===== config.mk =====
export PLATFORM = sky130hd
export DESIGN_NAME = ysyx_23060187_instfetch
export DESIGN_NICKNAME = d
export VERILOG_FILES = /design/src/rtl/ysyx_23060187_instfetch.sv
export SDC_FILE = /design/constraint.sdc
export NUM_CORES = 1
export LEC_CHECK = 0
export BUFFER_PORTS_ARGS = -buffer_cell sky130_fd_sc_hd__buf_2
export CAP_MARGIN = 20
export CORE_ASPECT_RATIO = 0.6
export CORE_MARGIN = 1
export CORE_UTILIZATION = 30
export CTS_BUF_LIST = sky130_fd_sc_hd__clkbuf_2
export DETAILED_ROUTE_END_ITERATION = 10
export SYNTH_ARGS = -nofsm -noshare
export SYNTH_HDL_FRONTEND = slang
export SYNTH_SLANG_ARGS = --single-unit

===== constraint.sdc =====
create_clock -name clk -period 1.9 [get_ports clk]
set_input_delay 0.38 -clock clk [delete_from_list [all_inputs] [get_ports clk]]
set_output_delay 0.38 -clock clk [all_outputs]
set_load 0.03 [all_outputs]

===== src/rtl/ysyx_23060187_instfetch.sv =====
// Instruction fetch stage: owns the PC, issues one imem read at a time and hands the word to decode.
// Optional misaligned-redirect trap enabled by YSYX_23060187_FETCH_MISALIGN_CHECK_EN.
module ysyx_23060187_instfetch #(
  parameter logic [31:0] RESET_PC = 32'h8000_0000
) (
  input  logic        clk,
  input  logic        rst_n,
  output logic        imem_req_valid,
  output logic [31:0] imem_req_addr,
  input  logic        imem_req_ready,
  input  logic        imem_rsp_valid,
  input  logic [31:0] imem_rsp_data,
  input  logic        redirect_valid,
  input  logic [31:0] redirect_pc,
  output logic        inst_valid,
  output logic [31:0] inst,
  output logic [31:0] inst_pc,
  input  logic        inst_ready
`ifdef YSYX_23060187_FETCH_MISALIGN_CHECK_EN
  ,output logic       fetch_misalign
`endif
);

  localparam int unsigned XLEN = 32;

  typedef enum logic [2:0] {
    S_IDLE,
    S_REQ,
    S_WAIT,
    S_KILL,
    S_HOLD
`ifdef YSYX_23060187_FETCH_MISALIGN_CHECK_EN
    ,S_FAULT
`endif
  } state_e;

  state_e            state_q, state_d;
  logic [XLEN-1:0]   pc_q, pc_d;
  logic [XLEN-1:0]   inst_q, inst_d;
  logic [XLEN-1:0]   inst_pc_q, inst_pc_d;
  logic              req_valid_q, req_valid_d;
  logic              inst_valid_q, inst_valid_d;
  logic [XLEN-1:0]   redir_tgt;
  logic              redir_bad;
`ifdef YSYX_23060187_FETCH_MISALIGN_CHECK_EN
  logic              misalign_q, misalign_d;
`endif

  // Next-state, PC and instruction-buffer update.
  always_comb begin
    state_d   = state_q;
    pc_d      = pc_q;
    inst_d    = inst_q;
    inst_pc_d = inst_pc_q;
    redir_tgt = redirect_pc & ~XLEN'(3);
    redir_bad = 1'b0;
`ifdef YSYX_23060187_FETCH_MISALIGN_CHECK_EN
    redir_bad = redirect_valid && (redirect_pc[1:0] != 2'b00);
`endif

    case (state_q)
      S_IDLE: begin
        if (redirect_valid) pc_d = redir_tgt;
        state_d = S_REQ;
      end
      S_REQ: begin
        if (redirect_valid) begin
          pc_d    = redir_tgt;
          state_d = imem_req_ready ? S_KILL : S_REQ;
        end else if (imem_req_ready) begin
          state_d = S_WAIT;
        end
      end
      S_WAIT: begin
        if (redirect_valid) begin
          pc_d    = redir_tgt;
          state_d = imem_rsp_valid ? S_REQ : S_KILL;
        end else if (imem_rsp_valid) begin
          inst_d    = imem_rsp_data;
          inst_pc_d = pc_q;
          state_d   = S_HOLD;
        end
      end
      S_KILL: begin
        // A redirect here only retargets; the abandoned response still has to drain.
        if (redirect_valid) pc_d = redir_tgt;
        if (imem_rsp_valid) state_d = S_REQ;
      end
      S_HOLD: begin
        if (redirect_valid) begin
          pc_d    = redir_tgt;
          state_d = S_REQ;
        end else if (inst_ready) begin
          pc_d    = XLEN'(pc_q + XLEN'(4));
          state_d = S_REQ;
        end
      end
`ifdef YSYX_23060187_FETCH_MISALIGN_CHECK_EN
      S_FAULT: state_d = S_FAULT;
`endif
      default: state_d = S_IDLE;
    endcase

`ifdef YSYX_23060187_FETCH_MISALIGN_CHECK_EN
    if (redir_bad && (state_q != S_FAULT)) begin
      state_d = S_FAULT;
      pc_d    = pc_q;
    end
    misalign_d = (state_d == S_FAULT);
`endif

    req_valid_d  = (state_d == S_REQ);
    inst_valid_d = (state_d == S_HOLD);
  end

  always_ff @(posedge clk or negedge rst_n) begin
    if (!rst_n) begin
      state_q      <= S_IDLE;
      pc_q         <= RESET_PC;
      inst_q       <= '0;
      inst_pc_q    <= '0;
      req_valid_q  <= 1'b0;
      inst_valid_q <= 1'b0;
`ifdef YSYX_23060187_FETCH_MISALIGN_CHECK_EN
      misalign_q   <= 1'b0;
`endif
    end else begin
      state_q      <= state_d;
      pc_q         <= pc_d;
      inst_q       <= inst_d;
      inst_pc_q    <= inst_pc_d;
      req_valid_q  <= req_valid_d;
      inst_valid_q <= inst_valid_d;
`ifdef YSYX_23060187_FETCH_MISALIGN_CHECK_EN
      misalign_q   <= misalign_d;
`endif
    end
  end

  assign imem_req_valid = req_valid_q;
  assign imem_req_addr  = pc_q;
  assign inst_valid     = inst_valid_q;
  assign inst           = inst_q;
  assign inst_pc        = inst_pc_q;
`ifdef YSYX_23060187_FETCH_MISALIGN_CHECK_EN
  assign fetch_misalign = misalign_q;
`endif

endmodule


# Yosys cells after proc, flatten, opt, wreduce, memory -nomap -nowiden
# Index checks and enable logic that the tools add are counted.
# op_classes
addsub	1
n_eq_ne	8
n_mux	14
reduce_logical	5
bitwise_logic	1
# ops
operator	count
2-to-1 mux 32 bit	3
case mux 32 bit (2 select lines)	1
adder 32 x 3 -> 32 bit, second input constant	1
2-to-1 mux 3 bit	7
case mux 3 bit (5 select lines)	1
equality test 3 x 1 -> 1 bit, second input constant	2
equality test 3 x 2 -> 1 bit, second input constant	2
equality test 3 bit, second input constant	2
AND reduction 3 bit	2
2-to-1 mux 2 bit	2
OR reduction 4 bit	1
logical NOT 3 bit	1
inequality test 3 bit, second input constant	1
inequality test 2 x 1 -> 1 bit, second input constant	1
nonzero test 2 bit	1
NOT 1 bit	1
# word_totals
reg_bits	101
out_inout_bits	98
word_cells	35
in_bits	70

# Longest topological paths before layout
# depth
ltp_word	4
depth_mapped	7
ltp_nobuf	5

# Least setup slack after synthesis
# Ideal clock, no wire load.
# synth_path
path_kind	register to register
start	register pc_q[5], in the netlist imem_req_addr[5]
end	register pc_q[22], in the netlist imem_req_addr[22]
stages_incl_launch_ff	7
setup_slack_ns	0.040
setup_time_ns	0.094
arrival_time_ns	1.766
period_less_slack_ns	1.860
path_buffers	2
required_time_ns	1.806
path_cell_list	dfrtp_1 > buf_2 > nand4_4 > nor4_1 > buf_2 > a311oi_1 > a211oi_1
# synth_between
elab_chain_cells	4
# synth_rtl
item	line_no	source
from (decl)	38	logic [XLEN-1:0] pc_q, pc_d;
from (signal assigned)	129	pc_q <= pc_d;
adder 32 x 3 -> 32 bit	94	pc_d = XLEN'(pc_q + XLEN'(4));
2-to-1 mux 32 bit	93	end else if (inst_ready) begin
2-to-1 mux 32 bit	90	if (redirect_valid) begin
case mux 32 bit (2 select lines)	61	case (state_q)
# No other way between the ends. The select of a mux whose other input is x is not followed.
# A chain may end at the register's enable or synchronous reset.

# Worst setup path after layout
# layout_path
start	register state_q[2]
end	register inst_q[1], in the netlist inst[1]
# layout_between
elab_chain_cells	2
# layout_rtl
item	line_no	source
from (decl)	37	state_e state_q, state_d;
from (signal assigned)	128	state_q <= state_d;
equality test 3 x 2 -> 1 bit	61	
AND reduction 3 bit (no line)	--	
to (signal assigned)	130	inst_q <= inst_d;
to (decl)	39	logic [XLEN-1:0] inst_q, inst_d;
# No other way between the ends.

==> qor.txt <==
asr flop ratio synth -> 100%
hold endpoint -> imem_req_addr[15]
largest family of logic cells by synthesized area -> multiplexers
antenna violations before repair -> 0
Hold Startpoint -> redirect_pc[15]
largest net degree at the start of global routing -> 43
I/O Buffers -> 161
placed cell count -> 777
Seq/Total Area, Yosys -> 51.7%
Clock Latency Late Sink -> 590 ps
drt first pass iters -> 6
Slowest cell on crit path -> dfrtp_1
CP Data Arrival Time -> 2310 ps
Synth Instances -> 401
Worst path most repeated cell -> buf_4
most frequent cells in the layout -> buf_2, dfrtp_1, mux2_2
Post-Syn Area per Cell -> 11.7 um^2
wire length per cell -> 16.7 um
fill count -> 1436
Post-Synth Simple-Gate Area -> 13.5%
Synth Warn # -> 0
layout cells sized above 1 -> 47.5%
Finished Cell Area -> 0.00643 mm^2
cell depth of the worst flop-to-flop path -> 5
Overflow after GRT -> 0
Multi-input gate area -> 0.00205 mm^2
vias in the first global route -> 4105
mux cell area share after synthesis -> 14.9%
Max-Cap Viols -> 0
Setup Crit Path Kind -> reg -> reg
worst min path class -> in -> reg
Die Width -> 164 um
post-route antenna net violation count -> 0
Crit path max-delay family -> buffers and inverters
first-pass GRT wire length -> 21.5 mm
Post-DP Area -> 0.00591 mm^2
Max Slew Vio Count -> 0
commonest non-fill, non-tap cell in the layout -> buf_2
row count -> 35
VDD IR max -> 0.898 mV
drt initial violations -> 464
Hold WS -> 74.8 ps
reg2reg start -> state_q[2]
reg2reg end -> inst[1]
Main synth FF type -> dfrtp_1
RSZ-0062 raised after global routing -> true
Max clock buf depth -> 2
number of buffers created by CTS -> 9
Setup TNS -> 0 ps
Final Non-Filler Cells -> 831
CP cell instances -> buf_4 -> nor4_4 -> buf_4 -> buf_12 -> mux2_2
Reg area -> 0.00243 mm^2
status -> completed
n_diodes -> 0
H-tree depth -> 3
Global Route Usage Sum -> 17.1%
DRC violations left -> 0
synthesized cell area -> 0.00470 mm^2
worst endpoint required time -> 2390 ps
Hold Crit Depth -> 3
Vias -> 4207
flops & latches, synth -> 97
Synth Area in XOR/XNOR -> 0%
worst-path maximum fanout -> 42
worst path bufs/invs -> 3
Final Skew -> 45.7 ps
Post-Synth Adder-Cell Area -> 0.266%
TritonCTS Sinks -> 97
IO Pins -> 168
gp weighted congestion -> 0.787
fin crit period -> 1820 ps
Power Density -> 1210 mW/mm^2
die footprint -> 0.0162 mm^2
post-layout util -> 41.9%
crit end category -> flip-flop
Pleak -> 0.00300 uW
height of the chip -> 99.0 um
post-synthesis cell type count -> 59
Synth Area in Compound Gates -> 14.7%
Slowest Stage Delay on Critical Path -> 500 ps
Max Fclk -> 548 MHz
Area Overhead vs Synth -> 36.8%
clk root buf -> clkbuf_2
Via density -> 5.06
relative slew slack -> 63.4%
final hold violations -> 0
Startpoint Class -> flip-flop
Core Box Area -> 0.0153 mm^2
FF-to-FF setup slack -> 80 ps
drt total wl -> 13.9 mm
number of synthesized flops with an enable pin -> 0
Layout Nets -> 694
Least-Margin Pin Slew -> 544 ps
clk slew on worst S/H paths -> 260 ps
CTS tree -> yes
Starting Density -> 30.7%
DP HPWL -> 10.2 mm
# setup viols final -> 0
fin crit share -> 96.0%
layout make-up:
| cell class | instances | area share [%] |
|---|---|---|
| inverter | 5 | 0.292 |
| timing repair buffer | 242 | 24.1 |
| clock inverter | 6 | 1.15 |
| multi-input combinational | 268 | 31.9 |
| clock buffer | 10 | 0.779 |
| sequential | 97 | 37.8 |
| tap | 203 | 3.95 |
logic make-up (layout without fill, tap and decap cells):
group	after synthesis	in the layout
flops	97	97
other cells	1	4
compound gates	101	101
buf+inv	39	263
fa+ha+maj	1	1
simple gates	100	100
mux	62	62
cell usage after synthesis, types with 2 or more instances:
cell        n  share of area [%]
nand2_1    19                1.5
o31ai_1     4               0.64
a21o_1      2               0.32
o21ai_0    18                1.9
mux2_2     58                 14
a31oi_1     2               0.27
and3_1      3               0.40
dfrtp_1    96                 51
a211oi_1   13                2.1
clkbuf_1    9               0.72
nor4_1      9                1.2
nor4_4      2               0.91
o21bai_1    9                1.4
and4_1      8                1.5
buf_6       7                1.7
nand2b_1    3               0.40
a21oi_1    20                2.1
nand4_1    12                1.6
nor3_1      4               0.43
a311oi_1    8                1.5
o22ai_1     5               0.67
buf_2      14                1.5
inv_1       5               0.40
mux2_1      4               0.96
a31o_2      2               0.37
a2bb2oi_1   3               0.56
nor2_1     12               0.96
buf_4       4               0.64
o32ai_1     2               0.37
nand3_1    13                1.4
and2_1      3               0.40
routing by layer:
layer	part of all wire, %	track usage, %	up-vias
li1	-	-	1970
met1	48	24.2	2042
met2	43	26.3	177
met3	7.8	3.96	18
met4	1.2	4.20	0
met5	0	0	-
timing repair:
item	in CTS	in global routing
setup endpoints to repair	5	7
gates resized for setup	0	6
pin swaps	1	0
hold endpoints to repair	63	0
buffers inserted	2	2
hold buffers	34	0
registers in the layout (all words and copies together), names as in the netlist:
signal,count
state_q,3
inst,32
inst_pc,30
imem_req_valid,1
inst_valid,1
imem_req_addr,30
through the flow:
step | setup WS, ps | power [uW]
2_1_floorplan | 39.8 | 5500
3_3_place_gp | 19.6 | 6600
3_5_place_dp | 14.8 | 6690
4_1_cts | 12.7 | 7830
5_1_grt | -21.8 | 8200
6_report | 76.5 | 7750
worst max path at each step:
stage / end / from / slack [ps] / depth (start not counted)
5_1_grt: imem_req_addr[27] / imem_req_addr[5] / -20 / 5
2_1_floorplan: imem_req_addr[22] / imem_req_addr[5] / 40 / 6
3_3_place_gp: inst[18] / state_q[0] / 20 / 4
3_5_place_dp: inst[29] / state_q[0] / 10 / 4
6_report: inst[1] / state_q[2] / 80 / 5
4_1_cts: imem_req_addr[31] / imem_req_addr[31] / 10 / 1
tightest hold or removal path: cells and delay by family:
kind | cells | cell delay, ps
buffers and inverters | 1 | 80
AND/OR/NAND/NOR | 2 | 150
power breakdown:
part	leakage (uW)	total, uW	internal [uW]	switching, uW
registers	0.00119	3170	2770	400
logic	0.00173	3510	1230	2290
clock network	0.0000771	1070	328	739
No activity file was read; power rests on OpenSTA's default activity.
